`src/rtl/mem_port_arbiter.sv`:
```
// Arbiter sharing one single-ported memory between instruction fetch and load/store.
// Data accesses win by default; a bounded run of DM grants lets a pending fetch through.
module mem_port_arbiter #(
    parameter int ADDR_W       = 32,
    parameter int DATA_W       = 32,
    parameter int STARVE_LIMIT = 4
) (
    input  logic              clk,
    input  logic              reset,
    input  logic              if_req,
    input  logic [ADDR_W-1:0] if_addr,
    output logic              if_done,
    output logic [DATA_W-1:0] if_rdata,
    input  logic              dm_req,
    input  logic              dm_we,
    input  logic [ADDR_W-1:0] dm_addr,
    input  logic [DATA_W-1:0] dm_wdata,
    output logic              dm_done,
    output logic [DATA_W-1:0] dm_rdata,
    output logic              mem_valid,
    output logic              mem_we,
    output logic [ADDR_W-1:0] mem_addr,
    output logic [DATA_W-1:0] mem_wdata,
    input  logic              mem_ready,
    input  logic [DATA_W-1:0] mem_rdata,
    input  logic              halt_req,
    output logic              arb_idle
);

    typedef enum logic [1:0] {IDLE, BUSY_IF, BUSY_DM} state_t;

    localparam logic [3:0] LIMIT = 4'(STARVE_LIMIT);

    state_t            state_q, state_d;
    logic              mem_valid_q, mem_valid_d;
    logic              mem_we_q, mem_we_d;
    logic [ADDR_W-1:0] mem_addr_q, mem_addr_d;
    logic [DATA_W-1:0] mem_wdata_q, mem_wdata_d;
    logic              if_done_q, if_done_d;
    logic              dm_done_q, dm_done_d;
    logic [DATA_W-1:0] if_rdata_q, if_rdata_d;
    logic [DATA_W-1:0] dm_rdata_q, dm_rdata_d;
    logic [3:0]        starve_cnt_q, starve_cnt_d;
    logic              arb_idle_q, arb_idle_d;

    always_comb begin
        state_d      = state_q;
        mem_valid_d  = mem_valid_q;
        mem_we_d     = mem_we_q;
        mem_addr_d   = mem_addr_q;
        mem_wdata_d  = mem_wdata_q;
        if_done_d    = 1'b0;
        dm_done_d    = 1'b0;
        if_rdata_d   = if_rdata_q;
        dm_rdata_d   = dm_rdata_q;
        starve_cnt_d = starve_cnt_q;
        arb_idle_d   = arb_idle_q;

        case (state_q)
            IDLE: begin
                arb_idle_d = 1'b1;
                if (!if_req) begin
                    starve_cnt_d = 4'd0;
                end
                if (!halt_req) begin
                    if (dm_req && (!if_req || starve_cnt_q < LIMIT)) begin
                        state_d     = BUSY_DM;
                        mem_valid_d = 1'b1;
                        mem_we_d    = dm_we;
                        mem_addr_d  = dm_addr;
                        mem_wdata_d = dm_wdata;
                        arb_idle_d  = 1'b0;
                        if (if_req) begin
                            starve_cnt_d = 4'(starve_cnt_q + 4'd1);
                        end
                    end else if (if_req) begin
                        state_d      = BUSY_IF;
                        mem_valid_d  = 1'b1;
                        mem_we_d     = 1'b0;
                        mem_addr_d   = if_addr;
                        starve_cnt_d = 4'd0;
                        arb_idle_d   = 1'b0;
                    end
                end
            end
            BUSY_IF: begin
                if (mem_ready) begin
                    state_d     = IDLE;
                    mem_valid_d = 1'b0;
                    if_rdata_d  = mem_rdata;
                    if_done_d   = 1'b1;
                end
            end
            BUSY_DM: begin
                if (mem_ready) begin
                    state_d     = IDLE;
                    mem_valid_d = 1'b0;
                    dm_done_d   = 1'b1;
                    // A store leaves the last load result visible.
                    if (!mem_we_q) begin
                        dm_rdata_d = mem_rdata;
                    end
                end
            end
            default: begin
                state_d = IDLE;
            end
        endcase
    end

    always_ff @(posedge clk) begin
        if (!reset) begin
            state_q      <= IDLE;
            mem_valid_q  <= 1'b0;
            mem_we_q     <= 1'b0;
            mem_addr_q   <= '0;
            mem_wdata_q  <= '0;
            if_done_q    <= 1'b0;
            dm_done_q    <= 1'b0;
            if_rdata_q   <= '0;
            dm_rdata_q   <= '0;
            starve_cnt_q <= 4'd0;
            arb_idle_q   <= 1'b1;
        end else begin
            state_q      <= state_d;
            mem_valid_q  <= mem_valid_d;
            mem_we_q     <= mem_we_d;
            mem_addr_q   <= mem_addr_d;
            mem_wdata_q  <= mem_wdata_d;
            if_done_q    <= if_done_d;
            dm_done_q    <= dm_done_d;
            if_rdata_q   <= if_rdata_d;
            dm_rdata_q   <= dm_rdata_d;
            starve_cnt_q <= starve_cnt_d;
            arb_idle_q   <= arb_idle_d;
        end
    end

    assign mem_valid = mem_valid_q;
    assign mem_we    = mem_we_q;
    assign mem_addr  = mem_addr_q;
    assign mem_wdata = mem_wdata_q;
    assign if_done   = if_done_q;
    assign dm_done   = dm_done_q;
    assign if_rdata  = if_rdata_q;
    assign dm_rdata  = dm_rdata_q;
    assign arb_idle  = arb_idle_q;

endmodule
```
`config.mk`:
```
export PLATFORM = sky130hd
export DESIGN_NAME = mem_port_arbiter
export DESIGN_NICKNAME = d
export VERILOG_FILES = /design/src/rtl/mem_port_arbiter.sv
export SDC_FILE = /design/constraint.sdc
export NUM_CORES = 1
export LEC_CHECK = 0
export CAP_MARGIN = 15
export CORE_MARGIN = 3
export CORE_UTILIZATION = 45
export DETAILED_ROUTE_END_ITERATION = 6
export DONT_BUFFER_PORTS = 1
export PLACE_DENSITY_LB_ADDON = 0.3
export SLEW_MARGIN = 20
export SYNTH_ARGS = -nofsm -noshare
export SYNTH_HDL_FRONTEND = slang
export SYNTH_SLANG_ARGS = --single-unit
```
`constraint.sdc`:
```
create_clock -name clk -period 1.79 [get_ports clk]
set_clock_uncertainty 0.15 [all_clocks]
set_input_delay 0.4475 -clock clk [delete_from_list [all_inputs] [get_ports clk]]
set_output_delay 0.4475 -clock clk [all_outputs]
set_load 0.02 [all_outputs]
```
Yosys cells after proc, flatten, opt, wreduce, memory -nomap -nowiden
Index checks and enable logic that the tools add are counted.
{ "op_classes": {"magnitude_cmp": 1, "bitwise": 2, "muxes": 23, "n_reduce_logical": 15, "eq_ne": 5, "n_addsub": 1} }
{ "ops": {"columns": ["operator", "n"], "rows": [
  ["two-way mux 32 bit", 2],
  ["two-way mux 4 bit", 5],
  ["AND reduction 3 bit", 4],
  ["two-way mux 1 bit", 10],
  ["two-way mux 2 bit", 4],
  ["AND reduction 2 bit", 3],
  ["adder 4 x 1 -> 4 bit (second input constant)", 1],
  ["< comparator 4 x 3 -> 1 bit (second input constant)", 1],
  ["one-hot mux 2 bit (2 select lines)", 1],
  ["AND reduction 4 bit", 1],
  ["nonzero test 2 bit", 2],
  ["!= test 3 bit (second input constant)", 1],
  ["== test 2 x 1 -> 1 bit (second input constant)", 1],
  ["== test 2 bit (second input constant)", 1],
  ["zero test 2 bit", 1],
  ["!= test 2 x 1 -> 1 bit (second input constant)", 1],
  ["!= test 2 bit (second input constant)", 1],
  ["NOT 1 bit", 2],
  ["one-hot mux 1 bit (2 select lines)", 1],
  ["OR reduction 2 bit", 1],
  ["logical AND 1 bit", 1],
  ["zero test 1 bit", 1],
  ["logical OR 1 bit", 1]
]} }
{ "word_totals": {"reg_bits": 139} }

Logic depth before layout (Yosys ltp)
{ "logic_depth": {"word_depth": 6, "ltp_mapped": 8} }

Least setup slack after synthesis
OpenSTA, ideal clock, no wires.
{ "synth_path": {"path_type": "reg2reg", "startpoint": "register state_q[0]", "endpoint": "register mem_wdata_q[0] (netlist: mem_wdata[0])", "path_slack_ns": 0.075, "setup_ns": 0.072, "path_stages_with_launch": 9, "arrival_ns": 1.494, "path_buffers": 3, "t_required_ns": 1.568, "cell_sequence": "dfxtp_1 > inv_1 > ha_1 > buf_4 > nand2b_1 > buf_2 > nor3_4 > buf_6 > mux2i_1"} }
{ "synth_via": {"elab_chain_cells": 2} }
{ "synth_rtl": {"columns": ["item", "line", "rtl"], "rows": [
  ["start: declaration", "34", "state_t state_q, state_d;"],
  ["start signal: assignment", "125", "state_q <= state_d;"],
  ["zero test 2 bit", "59", "case (state_q)"],
  ["AND reduction 3 bit (no source line)", null, null],
  ["end signal: assignment", "129", "mem_wdata_q <= mem_wdata_d;"],
  ["end: declaration", "38", "logic [DATA_W-1:0] mem_wdata_q, mem_wdata_d;"]
]} }
No other way between the ends.
A chain may end at the register's enable or synchronous reset.

Worst setup path after layout
{ "layout_path": {"startpoint": "register starve_cnt_q[3]", "endpoint": "register mem_wdata_q[0] (netlist: mem_wdata[0])"} }
{ "layout_via": {"elab_chain_cells": 4} }
{ "layout_rtl": {"columns": ["item", "line", "rtl"], "rows": [
  ["start: declaration", "43", "logic [3:0] starve_cnt_q, starve_cnt_d;"],
  ["start signal: assignment", "134", "starve_cnt_q <= starve_cnt_d;"],
  ["< comparator 4 x 3 -> 1 bit", "66", "if (dm_req && (!if_req || starve_cnt_q < LIMIT)) begin"],
  ["logical OR 1 bit", "66", null],
  ["logical AND 1 bit", "66", null],
  ["AND reduction 3 bit (no source line)", null, null]
]} }
No other way between the ends.

==> run_results.csv <==
group,metric,value,unit
timing,rsz0062_at_grt,"false",
timing,relSlewSlack,0.555,
timing,period_needed,1.71,ns
route,avgRoutedWirePerCell,19.3,µm
timing,fin_crit_sh,0.954,
global_route,grt_max_degree,73,
yosys,synth_area,5550,µm²
timing,holdWs,0.0220,ns
timing,tns,0,ns
global_route,gr-total-overflow,0,
power_and_ir_drop,p_leak,0.00225,µW
route,vias,4756,
clocking,clkSinkCount,139,
placed_design,dp.cells,768,
placed_design,placed_area,5660,µm²
clocking,clk_pin_slew,0.06,ns
yosys,synth-main-ff-cell,"dfxtp_1",
clocking,clock_latency,0.40,ns
clocking,cts_tree,"done",
route,ant_nets,0,
final_layout,layout_commonest_cell,"nand2_1",
placed_design,hpwl,10500,µm
route,drt-total-wl,15500,µm
final_layout,drive_gt1_frac,0.0877,
global_route,grt_pass1_wl,21700,µm
yosys,syn-num-nets,810,
timing,tightestPinTransition,0.668,ns
status,outcome,"completed",
floorplanning,dieHeight,117,µm
final_layout,fin_area,6360,µm²
final_layout,final_nets,787,
setup_path,crit_fanout,35,
hold_path,hold_path.class,"input pin to flop",
final_layout,diodes,0,
final_layout,num-fill-cells,1074,
power_and_ir_drop,p_int,5860,µW
yosys,syn_inst,671,
route,firstDrtPassIters,5,
clocking,cts_max_path_buffers,2,
final_layout,finalNonFillerCells,804,
power_and_ir_drop,pwr-share-clk,0.448,
final_layout,final_cell_mix,"nand2_1 (198), dfxtp_1 (139), a21oi_1 (99)",
yosys,ys_ff_latch,139,
placed_design,port_buffers,0,
route,drc_errors,0,
setup_path,end_kind,"flop",
final_layout,multi_input_area,2470,µm²
yosys,syn_avg_cell_area,8.27,µm²
final_layout,area_growth,14.5,%
timing,setup_viol,0,
floorplanning,initial_utilization,0.474,
setup_path,rrSetupSlack,0.08,ns
yosys,ys_async_sr_fraction,0,
power_and_ir_drop,power.switching,2030,µW
floorplanning,die-area,13700,µm²
power_and_ir_drop,combPwrFrac,0.089,
power_and_ir_drop,p_seq_frac,0.463,
clocking,cts-root-buf,"clkbuf_16",
clocking,cts_htree_levels,4,
floorplanning,core_area,11700,µm²
timing,drv_slew,0,
floorplanning,core.rowCount,39,
route,drt_iter0_drc,401,
setup_path,start_kind,"flop",
power_and_ir_drop,total_power,7880,µW
global_route,grt_pass1_vias,4219,
setup_path,cp.arrival,1.89,ns
yosys,yosys_warnings,0,
global_route,grt_usage,0.203,
global_route,grt_antenna_before_repair,0,
timing,timing.fmax,0.585,GHz
flow_run,drv_cap,0,
final_layout,seqCellArea,2780,µm²
power_and_ir_drop,ir_drop,0.000627,V
placed_design,gp_congestion,0.770,
yosys,synth-edff-count,0,
clocking,cts_inserted_buffers,17,
power_and_ir_drop,swShare,0.257,
floorplanning,die_w,117,µm
setup_path,worstSetupPathType,"flop to flop",
floorplanning,num_io_pins,268,
setup_path,required,1.97,ns
power_and_ir_drop,p_per_area,1240,nW/µm²
yosys,yosysSeqAreaShare,0.501,
timing,hold_violations,0,
route,via_per_inst,5.92,
yosys,ys_types,35,
==> synth_stat cells, types with 2 or more instances <==
library cell  instances  area share
a21boi_0              2      0.0027
a21oi_1              99       0.089
a311oi_1             32       0.050
and3b_1               2      0.0032
buf_2                24       0.022
buf_4                 2      0.0027
buf_6                 3      0.0061
clkbuf_1             33       0.022
dfxtp_1             139        0.50
ha_1                  4      0.0090
inv_1                 5      0.0034
mux2i_1              33       0.060
nand2_1             198        0.13
nand2b_1              2      0.0023
nand3_1              34       0.031
nand4_1               2      0.0023
nor2_1                6      0.0041
o21ai_0              34       0.031
==> per-layer routing <==
| layer | global-route usage | routed length (µm) | vias up |
|---|---|---|---|
| met5 | 0 | 0 | - |
| met4 | 0.0795 | 289 | 0 |
| met3 | 0.0859 | 1810 | 30 |
| met2 | 0.314 | 7370 | 267 |
| met1 | 0.251 | 6040 | 2199 |
| li1 | - | - | 2260 |
==> power groups by stage <==
stage               Combinational [µW]  Clock, µW  Sequential (µW)
floorplan                          543          0             3670
global placement                   627          0             3720
detailed placement                 658          0             3720
CTS                                662       3610             3650
global route                       773       3770             3670
finish                             700       3530             3650
==> through the flow <==
stage / setup slack, ns / utilization
2_1_floorplan: 0.0747 / -
3_3_place_gp: 0.0964 / 0.483
3_5_place_dp: -0.0562 / 0.483
4_1_cts: 0.000930 / 0.536
5_1_grt: 0.00208 / 0.543
6_report: 0.0816 / 0.543
==> repair_timing <==
action                                 in CTS  in global routing
setup endpoints to repair                  32                 63
cloned                                      0                  2
endpoints found under the hold margin       2                  0
hold buffers                                1                  0
pin swaps                                   0                  1
setup buffers                               0                  1
resized for setup                           1                  3
==> sequential cells by signal, summed over array words and instances (netlist names) <==
| name | count |
|---|---|
| arb_idle | 1 |
| dm_done | 1 |
| dm_rdata | 32 |
| if_done | 1 |
| if_rdata | 32 |
| mem_addr | 32 |
| mem_valid | 1 |
| mem_wdata | 32 |
| mem_we | 1 |
| starve_cnt_q | 4 |
| state_q | 2 |
==> final cells by class <==
class / instances / share of cell area
Sequential cell: 139 / 0.438
Multi-Input combinational cell: 464 / 0.388
Clock inverter: 11 / 0.0226
Clock buffer: 21 / 0.0724
Timing Repair Buffer: 20 / 0.0472
Inverter: 6 / 0.00354
Tap cell: 143 / 0.0281
==> worst paths after layout <==
check / startpoint / end / depth (start not counted)
setup reg to reg: starve_cnt_q[3] / mem_wdata[0] / 5
setup / recovery: starve_cnt_q[3] / mem_wdata[0] / 5
hold / removal: mem_rdata[24] / dm_rdata[24] / 2
hold reg to reg: state_q[1] / state_q[1] / 2
==> critical path, cell delays in order (launching register included) <==
cell,delay [ns]
dfxtp_1,0.35
o21a_4,0.35
nor3_4,0.24
buf_12,0.14
clkbuf_16,0.19
mux2i_1,0.20
==> cells by family (layout without fill, tap and decap cells) <==
kind of cell / count (synthesis) / after routing / synth area share
simple gates: 252 / 252 / 0.188
flops: 139 / 139 / 0.501
mux: 33 / 33 / 0.0595
compound gates: 175 / 175 / 0.186
buf+inv: 68 / 58 / 0.0568
fa+ha+maj: 4 / 4 / 0.00902
(Power assumes the default switching activity.)
